===== config.mk =====
export PLATFORM = sky130hd
export DESIGN_NAME = cnna_udiv_35ns_8ns_27_seq
export DESIGN_NICKNAME = d
export VERILOG_FILES = /design/src/rtl/cnna_udiv_35ns_8ns_27_seq.sv
export SDC_FILE = /design/constraint.sdc
export NUM_CORES = 1
export LEC_CHECK = 0
export BUFFER_PORTS_ARGS = -buffer_cell sky130_fd_sc_hd__buf_4
export CORE_ASPECT_RATIO = 0.9
export CORE_MARGIN = 2
export CORE_UTILIZATION = 55
export CTS_BUF_LIST = sky130_fd_sc_hd__clkbuf_16
export CTS_CLUSTER_DIAMETER = 60
export DETAILED_ROUTE_END_ITERATION = 16
export PLACE_DENSITY_LB_ADDON = 0.1
export SLEW_MARGIN = 20
export SYNTH_ARGS = -nofsm -noshare
export SYNTH_HDL_FRONTEND = slang
export SYNTH_SLANG_ARGS = --single-unit
export TNS_END_PERCENT = 1

===== constraint.sdc =====
create_clock -name ap_clk -period 4.4 [get_ports ap_clk]
set_input_delay 0.22 -clock ap_clk [delete_from_list [all_inputs] [get_ports ap_clk]]
set_output_delay 0.22 -clock ap_clk [all_outputs]
set_load 0.005 [all_outputs]

===== src/rtl/cnna_udiv_35ns_8ns_27_seq.sv =====
// rtl/cnna_udiv_35ns_8ns_27_seq.sv - sequential restoring 35/8 unsigned divider, 27-bit quotient
module cnna_udiv_35ns_8ns_27_seq #(
  parameter int ID         = 32'd1,
  parameter int NUM_STAGE  = 32'd37,
  parameter int din0_WIDTH = 32'd35,
  parameter int din1_WIDTH = 32'd8,
  parameter int dout_WIDTH = 32'd27
) (
  input  logic                  ap_clk,
  input  logic                  ap_rst,
  input  logic                  ap_start,
  output logic                  ap_idle,
  output logic                  ap_ready,
  output logic                  ap_done,
  input  logic [din0_WIDTH-1:0] din0,
  input  logic [din1_WIDTH-1:0] din1,
  output logic [dout_WIDTH-1:0] dout,
  output logic [7:0]            rem,
  output logic                  ovf,
  output logic                  dbz
);

  typedef enum logic [1:0] {
    S_IDLE = 2'd0,
    S_CALC = 2'd1,
    S_DONE = 2'd2
  } state_t;

  state_t      state;
  logic [7:0]  div;
  logic [8:0]  r;
  logic [34:0] d;
  logic [34:0] q;
  logic [5:0]  cnt;

  logic [8:0]  t;
  logic [8:0]  r_nxt;
  logic        q_bit;
  logic [34:0] q_nxt;

  // r stays below the divisor, so r[8] is never needed; q[34] shifts out unread.
  logic unused_bits;
  assign unused_bits = ^{ID, NUM_STAGE, r[8], q[34]};

  assign ap_idle  = (state == S_IDLE);
  assign ap_done  = (state == S_DONE);
  assign ap_ready = ap_start & ap_idle & ~ap_rst;

  // One restoring step: bring in the next dividend bit and try to subtract.
  always_comb begin
    t     = {r[7:0], d[34]};
    q_bit = (t >= {1'b0, div});
    r_nxt = q_bit ? (t - {1'b0, div}) : t;
    q_nxt = {q[33:0], q_bit};
  end

  // Control FSM, working registers and registered results.
  always_ff @(posedge ap_clk) begin
    if (ap_rst) begin
      state <= S_IDLE;
      div   <= '0;
      r     <= '0;
      d     <= '0;
      q     <= '0;
      cnt   <= '0;
      dout  <= '0;
      rem   <= '0;
      ovf   <= 1'b0;
      dbz   <= 1'b0;
    end else begin
      case (state)
        S_IDLE: begin
          if (ap_start) begin
            div <= din1;
            d   <= din0;
            r   <= '0;
            q   <= '0;
            cnt <= '0;
            if (din1 == 8'd0) begin
              // Divide by zero skips the iteration and reports saturated flags.
              state <= S_DONE;
              dout  <= '1;
              rem   <= '0;
              ovf   <= 1'b1;
              dbz   <= 1'b1;
            end else begin
              state <= S_CALC;
            end
          end
        end
        S_CALC: begin
          r   <= r_nxt;
          d   <= {d[33:0], 1'b0};
          q   <= q_nxt;
          cnt <= cnt + 6'd1;
          if (cnt == 6'd34) begin
            // Last step: latch results straight from the final step's values.
            state <= S_DONE;
            dout  <= q_nxt[26:0];
            ovf   <= |q_nxt[34:27];
            rem   <= r_nxt[7:0];
            dbz   <= 1'b0;
          end
        end
        S_DONE: begin
          state <= S_IDLE;
        end
        default: begin
          state <= S_IDLE;
        end
      endcase
    end
  end

endmodule


== Yosys cells after proc, flatten, opt, wreduce, memory -nomap -nowiden ==
Index checks and enable logic that the tools add are counted.

* Output and inout bits: 40
* Bits in registers: 130
* Bits of input ports: 46
* Logic and storage cells: 57

* Magnitude comparators: 1
* Multiplexer cells: 27
* Reductions and logical operators: 8
* Add/subtract/negate cells: 2
* Equal/unequal tests: 6
* Bitwise operators: 3

{| class="wikitable"
|+ Operator list
! kind !! count
|-
| $mux W27 || 3
|-
| $pmux W35 S2 || 1
|-
| $pmux W34 S2 || 1
|-
| $pmux W27 S2 || 1
|-
| $mux W8 || 5
|-
| $mux W35 || 1
|-
| $mux W34 || 1
|-
| $pmux W8 S2 || 2
|-
| $pmux W6 S2 || 1
|-
| $ge A9 B8 Y1 || 1
|-
| $logic_not A8 Y1 || 1
|-
| $reduce_or A8 Y1 || 1
|-
| $sub A8 B8 Y8 || 1
|-
| $add A6 B1 Y6 const B || 1
|-
| $eq A6 B6 Y1 const B || 1
|-
| $mux W2 || 3
|-
| $mux W6 || 1
|-
| $reduce_and A2 Y1 || 3
|-
| $mux W1 || 4
|-
| $ne A2 B2 Y1 const B || 2
|-
| $pmux W1 S2 || 2
|-
| $pmux W2 S2 || 1
|-
| $reduce_and A4 Y1 || 1
|-
| $and A1 B1 Y1 || 2
|-
| other kinds (6) || 6
|}

== Depth between registers and ports, before layout ==
Gate-level depths: netlist (run 1).

* Depth after elaboration: 4
* Gate-level depth with buffers: 10
* Depth with buffers taken out: 9

== Worst setup path after synthesis (run 1) ==
OpenSTA, ideal clock, no wires.

* Path kind: register to register
* Start point: reg div[1]
* End point: reg r[0]
* Data required time: 4.283 ns
* Slack: 2.329 ns
* Stages on the path, launching flop included: 9
* Path buffers: 0
* Library setup time: 0.117 ns
* Period minus slack after synthesis: 2.071 ns
* Arrival time: 1.955 ns
* Cell sequence: dfxtp_1 > inv_1 > ha_1 > nor2b_1 > o31a_4 > a21oi_2 > o31ai_4 > mux2i_1 > a22o_1

* Cells in the longest elaborated chain, start to end: 3

{| class="wikitable"
|+ Ends and longest elaborated chain
! what !! line !! RTL
|-
| from (decl) || 30 || <nowiki>logic [7:0] div;</nowiki>
|-
| from (signal assigned) || 74 || <nowiki>div <= din1;</nowiki>
|-
| $ge A9 B8 Y1 || 52 || <nowiki>q_bit = (t >= {1'b0, div});</nowiki>
|-
| $mux W8 || 53 || <nowiki>r_nxt = q_bit ? (t - {1'b0, div}) : t;</nowiki>
|-
| $pmux W8 S2 || 71 || <nowiki>case (state)</nowiki>
|-
| to (signal assigned) || 92 || <nowiki>r <= r_nxt;</nowiki>
|-
| to (decl) || 31 || <nowiki>logic [8:0] r;</nowiki>
|}

No other way between the ends.
A chain may end at the register's enable or synchronous reset.

== Worst setup path after layout (run 1) ==
* Start point: reg state[1]
* End point: reg r[3]

* Cells in the longest elaborated chain, start to end: 3
* Elaborated cells on any way between the ends: 6
* Those cells by class: eq/ne: 2; mux: 1; reduce/logical: 3

{| class="wikitable"
|+ Ends and longest elaborated chain
! what !! line !! RTL
|-
| from (decl) || 29 || <nowiki>state_t state;</nowiki>
|-
| from (signal assigned) || 60 || <nowiki>state <= S_IDLE;</nowiki>
|-
| from (signal assigned) || 81 || <nowiki>state <= S_DONE;</nowiki>
|-
| from (signal assigned) || 87 || <nowiki>state <= S_CALC;</nowiki>
|-
| $eq A2 B1 Y1 / $logic_not A2 Y1 (equally long branches) || 71 ||
|-
| $reduce_bool A2 Y1 (no line) / $ne A2 B2 Y1 (equally long branches) || n/a ||
|-
| $reduce_and A2 Y1 (no line) || n/a ||
|}

Parallel ways exist; a longest one is shown, timed or not.

==> flow_summary.json, run 1 <==
{
  "synth_cells": 665,
  "ys_types": 44,
  "dieHeight_microns": 97.2,
  "core_sq_mm": 0.00925,
  "synth-main-ff-cell": "dfxtp_1",
  "fin_nets": 784,
  "slew_headroom_pct": 38.7,
  "ys_seq_elements": 130,
  "max_freq_mhz": 349,
  "p_leak_nw": 2.56,
  "antenna_found_initial": 0,
  "critPathLaunchType": "flip-flop",
  "final_cell_area_sq_mm": 0.00660,
  "track_usage_pct": 24.7,
  "gp_congestion": 0.845,
  "status": "finished clean",
  "fin_skew_ns": 0.00724,
  "pin_count": 86,
  "place_area_sq_mm": 0.00597,
  "ir_worst_vdd_uv": 332,
  "async_flop_share_pct": 0,
  "drcViolationCount": 0,
  "timing_hold_violations_final": 0,
  "setup_viol": 0,
  "hold_path_class": "in2reg",
  "maxCapViolCount": 0,
  "cts.sinks": 130,
  "crit_path_max_incr_delay_ns": 0.78,
  "grt_pass1_vias": 4574,
  "synth_seq_area_share_pct": 49.1,
  "antenna_left": 0,
  "worstSetupPathType": "reg2reg",
  "grt_first_pass_wirelength_mm": 21.2,
  "synth_fp_nets": 722,
  "pre_cts_ws_ns": 1.54,
  "grt_start_max_net_pins": 90,
  "path_common_cell": "nand2_1",
  "start_util_pct": 57.3,
  "fin_util_pct": 71.4,
  "num_rows": 33,
  "drt_iter0_drc": 297,
  "rsz0062_at_grt": "false",
  "cp_max_fo": 89,
  "seq_area_sq_mm": 0.00260,
  "vias": 4873,
  "hold_slack_ns": 0.0678,
  "worst_pin_slew_ns": 0.919,
  "cts-htree-levels": 4,
  "die_x_microns": 108,
  "tns_ns": 0,
  "cts-root-buf": "clkbuf_16",
  "yosysWarnings": 0,
  "viasPerCell": 5.66,
  "clock_path_buffers": 2,
  "worst_slack_ns": 1.53,
  "mostFrequentLayoutCell": "dfxtp_1",
  "drv_slew": 0,
  "dp_hpwl_mm": 7.79,
  "syn-cell-area_sq_mm": 0.00530,
  "layout-drive-gt1-share_pct": 18.1,
  "fill_cells": 763,
  "hold_buffers": 0,
  "cts_setup_buffers": 0,
  "diodes": 0,
  "dr.pass1.iters": 6,
  "worstPathCellList": "nand2b_4 -> nand2_1 -> nor2_1 -> nand2_1 -> o21ai_1",
  "crit_path_end_kind": "flip-flop",
  "required_ns": 4.73,
  "fin_crit_sh_pct": 65.2,
  "overflow": 0,
  "multi_input_area_sq_mm": 0.00250,
  "post_drt_wl_per_cell_microns": 14.4,
  "powerDensity_mw_per_mm2": 485,
  "layout_common_cells": "130 x dfxtp_1, 115 x nor2_1, 91 x buf_4, 77 x nand2_1, 65 x a21oi_1",
  "worst_ep_arrival_time_ns": 3.20,
  "synth-edff-count": 0,
  "dieArea_sq_mm": 0.0104,
  "area_growth_pct": 24.5,
  "routed_wl_mm": 12.4,
  "clk_latency_ns": 0.41,
  "avgSynthCellArea_sq_um": 7.97,
  "cts_buffers": 17,
  "min_period_ns": 2.87,
  "cts_tree": "yes",
  "slowest_stage": "nand2b_4",
  "numPortBuffers": 85,
  "clk_pin_slew_ns": 0.06,
  "cts_resized": 0
}
-- where the power goes --
part | leakage, nW | switching, W | internal [W] | total, W
Combinational | 1.20 | 0.000274 | 0.000175 | 0.000449
Clock | 0.303 | 0.000538 | 0.000954 | 0.00149
Sequential | 1.06 | 0.0000325 | 0.00123 | 0.00126
-- layer usage --
| metal | global-route usage [%] | share of wire (%) |
|---|---|---|
| met1 | 32.4 | 45 |
| met2 | 39.5 | 48 |
| met3 | 5.63 | 5.4 |
| met4 | 9.27 | 1.8 |
| met5 | 0 | 0 |
-- stage by stage --
stage / instances / power (W)
2_1_floorplan: 665 / 0.00160
3_3_place_gp: 830 / 0.00171
3_5_place_dp: 830 / 0.00172
4_1_cts: 861 / 0.00321
5_1_grt: 861 / 0.00332
6_report: 861 / 0.00320
-- cell usage after synthesis (all sizes together), types with 2 or more instances --
| cell | instances | share of area [%] |
|---|---|---|
| dfxtp | 130 | 49 |
| nor2 | 117 | 8.3 |
| nand2 | 78 | 5.5 |
| a21oi | 66 | 6.3 |
| nor3 | 57 | 5.4 |
| nand3 | 42 | 4.0 |
| clkbuf | 40 | 2.8 |
| nor4 | 26 | 3.1 |
| a22oi | 13 | 1.8 |
| o21ai | 13 | 1.2 |
| inv | 11 | 0.78 |
| ha | 10 | 2.4 |
| buf | 8 | 0.64 |
| mux2i | 6 | 1.1 |
| nor2b | 5 | 0.59 |
| or2 | 5 | 0.59 |
| a22o | 4 | 0.66 |
| a31oi | 3 | 0.35 |
| nand2b | 3 | 0.35 |
| o21a | 3 | 0.45 |
| o31a | 3 | 0.66 |
| a2111oi | 2 | 0.33 |
| a211oi | 2 | 0.28 |
| a32oi | 2 | 0.33 |
| nand4 | 2 | 0.24 |
| o31ai | 2 | 0.54 |
| xnor2 | 2 | 0.33 |
-- registers in the layout, indices dropped and copies added, names as in the netlist --
name,count
state,2
ovf,1
dbz,1
q,34
d,35
cnt,6
div,8
r,8
dout,27
rem,8
-- cell families (layout without fill, tap and decap cells) --
group / count (synthesis) / count (layout) / synth area share, %
and+or+nand+nor: 338 / 338 / 28.5
DFF: 130 / 130 / 49.1
AOI/OAI and AO/OA: 117 / 117 / 13.6
buffers and inverters: 59 / 133 / 4.25
adders and majority gates: 11 / 11 / 2.74
muxes: 7 / 7 / 1.35
xor gates and xnor gates: 3 / 3 / 0.496
-- cell type report --
class / count / area share, %
multi-input cells: 476 / 37.8
clock inverters: 14 / 3.05
flip-flops and latches: 130 / 39.4
repair buffers: 91 / 10.3
well taps: 122 / 2.31
clock buffers: 17 / 6.44
inverters: 11 / 0.625
-- worst max-delay path: cells and delay by family, from the launching register on --
kind               cells  cell delay, ns
and+or+nand+nor        4            2.24
AOI/OAI and AO/OA      1            0.10
DFF                    1            0.45
-- worst paths after layout --
check                 to  startpoint  cells past startpoint  slack [ns]
hold / removal    div[3]     din1[3]                      3        0.07
setup reg to reg    r[3]    state[1]                      5        1.53
hold reg to reg    d[28]       d[28]                      2        0.46
setup / recovery    r[3]    state[1]                      5        1.53
No activity file was read; power rests on OpenSTA's default activity.
==> inputs of run 2 (changes only) <==
Settings changed: CORE_UTILIZATION 55 to 50.
Clock period 4.4 ns to 2.3 ns, I/O delays scaled along.
==> flow_summary.json, run 2 (same netlist as run 1, synthesis figures left out) <==
{
  "status": "finished clean",
  "post_drt_wl_per_cell_microns": 14.1,
  "fin_nets": 827,
  "diodes": 0,
  "start_util_pct": 51.5,
  "worst_ep_arrival_time_ns": 2.47,
  "dieArea_sq_mm": 0.0114,
  "fin_crit_sh_pct": 94.0,
  "p_leak_nw": 2.75,
  "hold_buffers": 30,
  "max_freq_mhz": 463,
  "vias": 5013,
  "largest_register_ff_count": 35,
  "num_rows": 35,
  "rsz0062_at_grt": "false",
  "slew_headroom_pct": 57.1,
  "r2r_start": "div[1]",
  "cts_resized": 0,
  "track_usage_pct": 23.2,
  "clock_path_buffers": 2,
  "final_cell_area_sq_mm": 0.00697,
  "viasPerCell": 5.50,
  "grt_pass1_vias": 4699,
  "critPathLaunchType": "flip-flop",
  "required_ns": 2.61,
  "seq_area_sq_mm": 0.00260,
  "setup_viol": 0,
  "reg_top3": "d: 35 flops, q: 34 flops, dout: 27 flops",
  "whs_path_depth": 3,
  "drt_iter0_drc": 330,
  "whs_endpoint": "d[26]",
  "gp_congestion": 0.898,
  "hold_slack_ns": 0.00843,
  "overflow": 0,
  "cts.sinks": 130,
  "timing_hold_violations_final": 0,
  "dieHeight_microns": 102,
  "clk_latency_ns": 0.42,
  "hold_path_class": "in2reg",
  "routed_wl_mm": 12.9,
  "pin_count": 86,
  "crit_path_end_kind": "flip-flop",
  "place_area_sq_mm": 0.00609,
  "layout_common_cells": "130 x dfxtp_1, 116 x nor2_1, 103 x buf_4, 77 x nand2_1, 65 x a21oi_1",
  "tns_ns": 0,
  "drcViolationCount": 0,
  "layout-drive-gt1-share_pct": 18.4,
  "drv_slew": 0,
  "cts_buffers": 17,
  "dr.pass1.iters": 4,
  "maxCapViolCount": 0,
  "rr_worst_depth": 9,
  "cts_setup_buffers": 0,
  "powerDensity_mw_per_mm2": 861,
  "r2r_end": "r[0]",
  "core_sq_mm": 0.0103,
  "cts_tree": "yes",
  "numPortBuffers": 85,
  "area_growth_pct": 31.5,
  "fill_cells": 856,
  "ff2ff_setup_slack_ns": 0.14,
  "mostFrequentLayoutCell": "dfxtp_1",
  "ir_worst_vdd_uv": 812,
  "grt_first_pass_wirelength_mm": 21.5,
  "die_x_microns": 113,
  "grt_start_max_net_pins": 84,
  "cts-htree-levels": 4,
  "cp_max_fo": 5,
  "regMostFlops": "d",
  "cts-root-buf": "clkbuf_16",
  "hp-start": "din0[26]",
  "antenna_found_initial": 0,
  "clk_pin_slew_ns": 0.06,
  "fin_skew_ns": 0.00757,
  "min_period_ns": 2.16,
  "antenna_left": 0,
  "dp_hpwl_mm": 8.05,
  "worst_pin_slew_ns": 0.641,
  "multi_input_area_sq_mm": 0.00249,
  "worstSetupPathType": "reg2reg"
}
==> run 2: cell types whose count changed in the layout (fill, tap and decap cells not counted) <==
cell / previous run / this run
buf_12: 0 / 1
buf_4: 91 / 103
bufinv_16: 4 / 3
clkinv_2: 0 / 6
clkinv_4: 3 / 1
dlygate4sd3_1: 0 / 30
inv_1: 11 / 14
inv_6: 5 / 0
nor2_1: 115 / 116
nor2_2: 2 / 1
==> run 2: layout make-up <==
cell class	instances	area share (%)
Sequential cell	130	37.3
Clock inverter	15	2.17
Tap cell	129	2.32
Clock buffer	17	6.10
Multi-Input combinational cell	476	35.8
Timing Repair Buffer	134	15.7
Inverter	11	0.592
==> run 2: per-layer routing <==
metal | track usage, % | vias to the layer above | part of all wire (%)
met3 | 6.46 | 22 | 4.7
met5 | 0 | - | 0
met1 | 28.2 | 2350 | 44
met4 | 8.35 | 0 | 1.6
met2 | 39.8 | 127 | 50
li1 | - | 2514 | -
==> run 2: how the worst max path moves through the flow <==
stage / startpoint / end / slack, ns / depth (start not counted)
after global placement: div[1] / r[0] / 0.23 / 9
after global routing: div[1] / rem[5] / 0.03 / 8
after CTS: div[1] / r[0] / 0.14 / 9
after floorplan: div[1] / r[0] / 0.23 / 8
after detailed placement: div[1] / r[0] / 0.14 / 9
final: div[1] / r[0] / 0.14 / 9
==> run 2: worst max-delay path, cell delays in order, from the launching register on <==
cell	delay, ns
dfxtp_1	0.37
inv_1	0.07
ha_1	0.31
nor2b_1	0.16
o31a_4	0.30
a21oi_2	0.21
o31ai_4	0.09
buf_4	0.17
mux2i_1	0.15
a22o_1	0.24
==> run 2: through the flow <==
step                instances  power (W)  util [%]  setup slack (ns)
floorplan                 665    0.00307         -             0.229
global placement          850    0.00332      59.2             0.225
detailed placement        850    0.00334      59.2             0.135
CTS                       912    0.00602      67.7             0.139
global route              912    0.00625      67.7            0.0336
finish                    912    0.00600      67.7             0.139
==> run 2: report_power, final <==
part / internal [W] / switching (W)
registers: 0.00235 / 0.0000607
clock network: 0.00167 / 0.000967
logic: 0.000416 / 0.000538
total: 0.00444 / 0.00157
==> inputs of run 3 (changes only) <==
Settings changed: CORE_UTILIZATION 50 to 55.
Clock period 2.3 ns to 2.1 ns, I/O delays scaled along.
==> flow_summary.json, run 3 (same netlist as run 1, synthesis figures left out) <==
{
  "cts_tree": "yes",
  "worst_slack_ns": -0.00502,
  "largest_register_ff_count": 35,
  "diodes": 0,
  "routed_wl_mm": 13.4,
  "mostFrequentLayoutCell": "dfxtp_1",
  "layout_common_cells": "126 x dfxtp_1, 115 x nor2_1, 105 x buf_4, 77 x nand2_1, 65 x a21oi_1",
  "antenna_found_initial": 0,
  "final_cells": 909,
  "pre_cts_ws_ns": -0.0486,
  "dieArea_sq_mm": 0.0104,
  "vias": 5048,
  "cts_buffers": 17,
  "post_drt_wl_per_cell_microns": 14.7,
  "status": "finished, violations left",
  "numPortBuffers": 85,
  "timing_hold_violations_final": 0,
  "critPathLaunchType": "flip-flop",
  "worst_pin_slew_ns": 0.651,
  "cts-root-buf": "clkbuf_16",
  "overflow": 0,
  "dieHeight_microns": 97.2,
  "worst_ep_arrival_time_ns": 2.45,
  "dp_hpwl_mm": 8.16,
  "area_growth_pct": 34.8,
  "cts-htree-levels": 4,
  "place_area_sq_mm": 0.00612,
  "hp-start": "din0[20]",
  "grt_start_max_net_pins": 60,
  "fill_cells": 675,
  "cp_max_fo": 5,
  "track_usage_pct": 25.5,
  "crit_start": "div[2]",
  "hold_path_class": "in2reg",
  "ff2ff_setup_slack_ns": -0.005,
  "tns_ns": -0.00652,
  "core_sq_mm": 0.00925,
  "reg_top3": "d: 35 flops, q: 34 flops, dout: 27 flops",
  "clock_path_buffers": 2,
  "max_freq_mhz": 475,
  "layout-drive-gt1-share_pct": 21.6,
  "slew_headroom_pct": 56.4,
  "die_x_microns": 108,
  "setup_viol": 2,
  "drv_slew": 0,
  "final_cell_area_sq_mm": 0.00715,
  "maxCapViolCount": 0,
  "antenna_left": 0,
  "fin_skew_ns": 0.00693,
  "ir_worst_vdd_uv": 910,
  "dp.cells": 846,
  "clk_latency_ns": 0.41,
  "required_ns": 2.45,
  "gp_congestion": 0.826,
  "start_util_pct": 57.3,
  "r2r_start": "div[2]",
  "drt_iter0_drc": 247,
  "rsz0062_at_grt": "true",
  "p_leak_nw": 2.78,
  "fin_crit_sh_pct": 100,
  "hold_slack_ns": 0.00531,
  "crit_path_end_kind": "flip-flop",
  "regMostFlops": "d",
  "grt_pass1_vias": 4862,
  "grt_first_pass_wirelength_mm": 21.8,
  "cts.sinks": 130,
  "num_rows": 33,
  "drcViolationCount": 0,
  "powerDensity_mw_per_mm2": 937,
  "clk_pin_slew_ns": 0.06,
  "fin_nets": 831,
  "multi_input_area_sq_mm": 0.00265,
  "violations": "negative setup slack",
  "worstSetupPathType": "reg2reg",
  "pin_count": 86,
  "dr.pass1.iters": 5,
  "seq_area_sq_mm": 0.00261,
  "viasPerCell": 5.55,
  "min_period_ns": 2.11
}
[run 3: cell types whose count changed in the layout (fill, tap and decap cells not counted), sizes merged]
cell / before / now
inv: 14 / 13
bufinv: 3 / 2
dlygate4sd3: 30 / 29
buf: 104 / 109
clkinv: 8 / 10
[run 3: cell type report]
class	count	area share (%)
Clock buffer	17	5.95
Clock inverter	15	1.77
Timing Repair Buffer	138	16.0
Tap cell	122	2.14
Sequential cell	130	36.5
Multi-Input combinational cell	476	37.1
Inverter	11	0.578
[run 3: worst max-delay path, stage by stage (launching register included)]
cell and delay, ns:
dfxtp_2 0.33, inv_1 0.06, ha_4 0.28, o21a_2 0.15, o31a_4 0.17, a21oi_4 0.07, o31ai_4 0.38, buf_4 0.19
mux2i_4 0.24, a22o_1 0.16
[run 3: through the flow]
stage          total power, W  utilization, %
6_report              0.00670            77.3
2_1_floorplan         0.00336               -
3_3_place_gp          0.00365            66.2
5_1_grt               0.00696            77.3
3_5_place_dp          0.00368            66.2
4_1_cts               0.00648            75.4
[run 3: layer usage]
metal | up-vias | part of all wire (%) | global-route usage [%]
met5 | - | 0 | 0
li1 | 2531 | - | -
met4 | 0 | 1.7 | 8.58
met1 | 2350 | 44 | 31.7
met3 | 25 | 4.8 | 6.51
met2 | 142 | 49 | 42.8
[run 3: where the power goes]
| group | total (W) | internal [W] | switching, W |
|---|---|---|---|
| sequential | 0.00264 | 0.00257 | 0.0000727 |
| clock | 0.00276 | 0.00171 | 0.00104 |
| combinational | 0.00130 | 0.000615 | 0.000687 |
[run 3: worst paths after layout]
check	to	depth (start not counted)
min reg2reg	d[29]	2
max reg2reg	r[0]	9
max	r[0]	9
min	d[20]	3
[run 3: what timing repair did]
| action | CTS | global route |
|---|---|---|
| setup buffers | 0 | 2 |
| endpoints found under the setup margin | 6 | 28 |
| endpoints found under the hold margin | 29 | 0 |
| resized for setup | 2 | 30 |
| pin swaps | 1 | 6 |
| hold buffers | 29 | 0 |
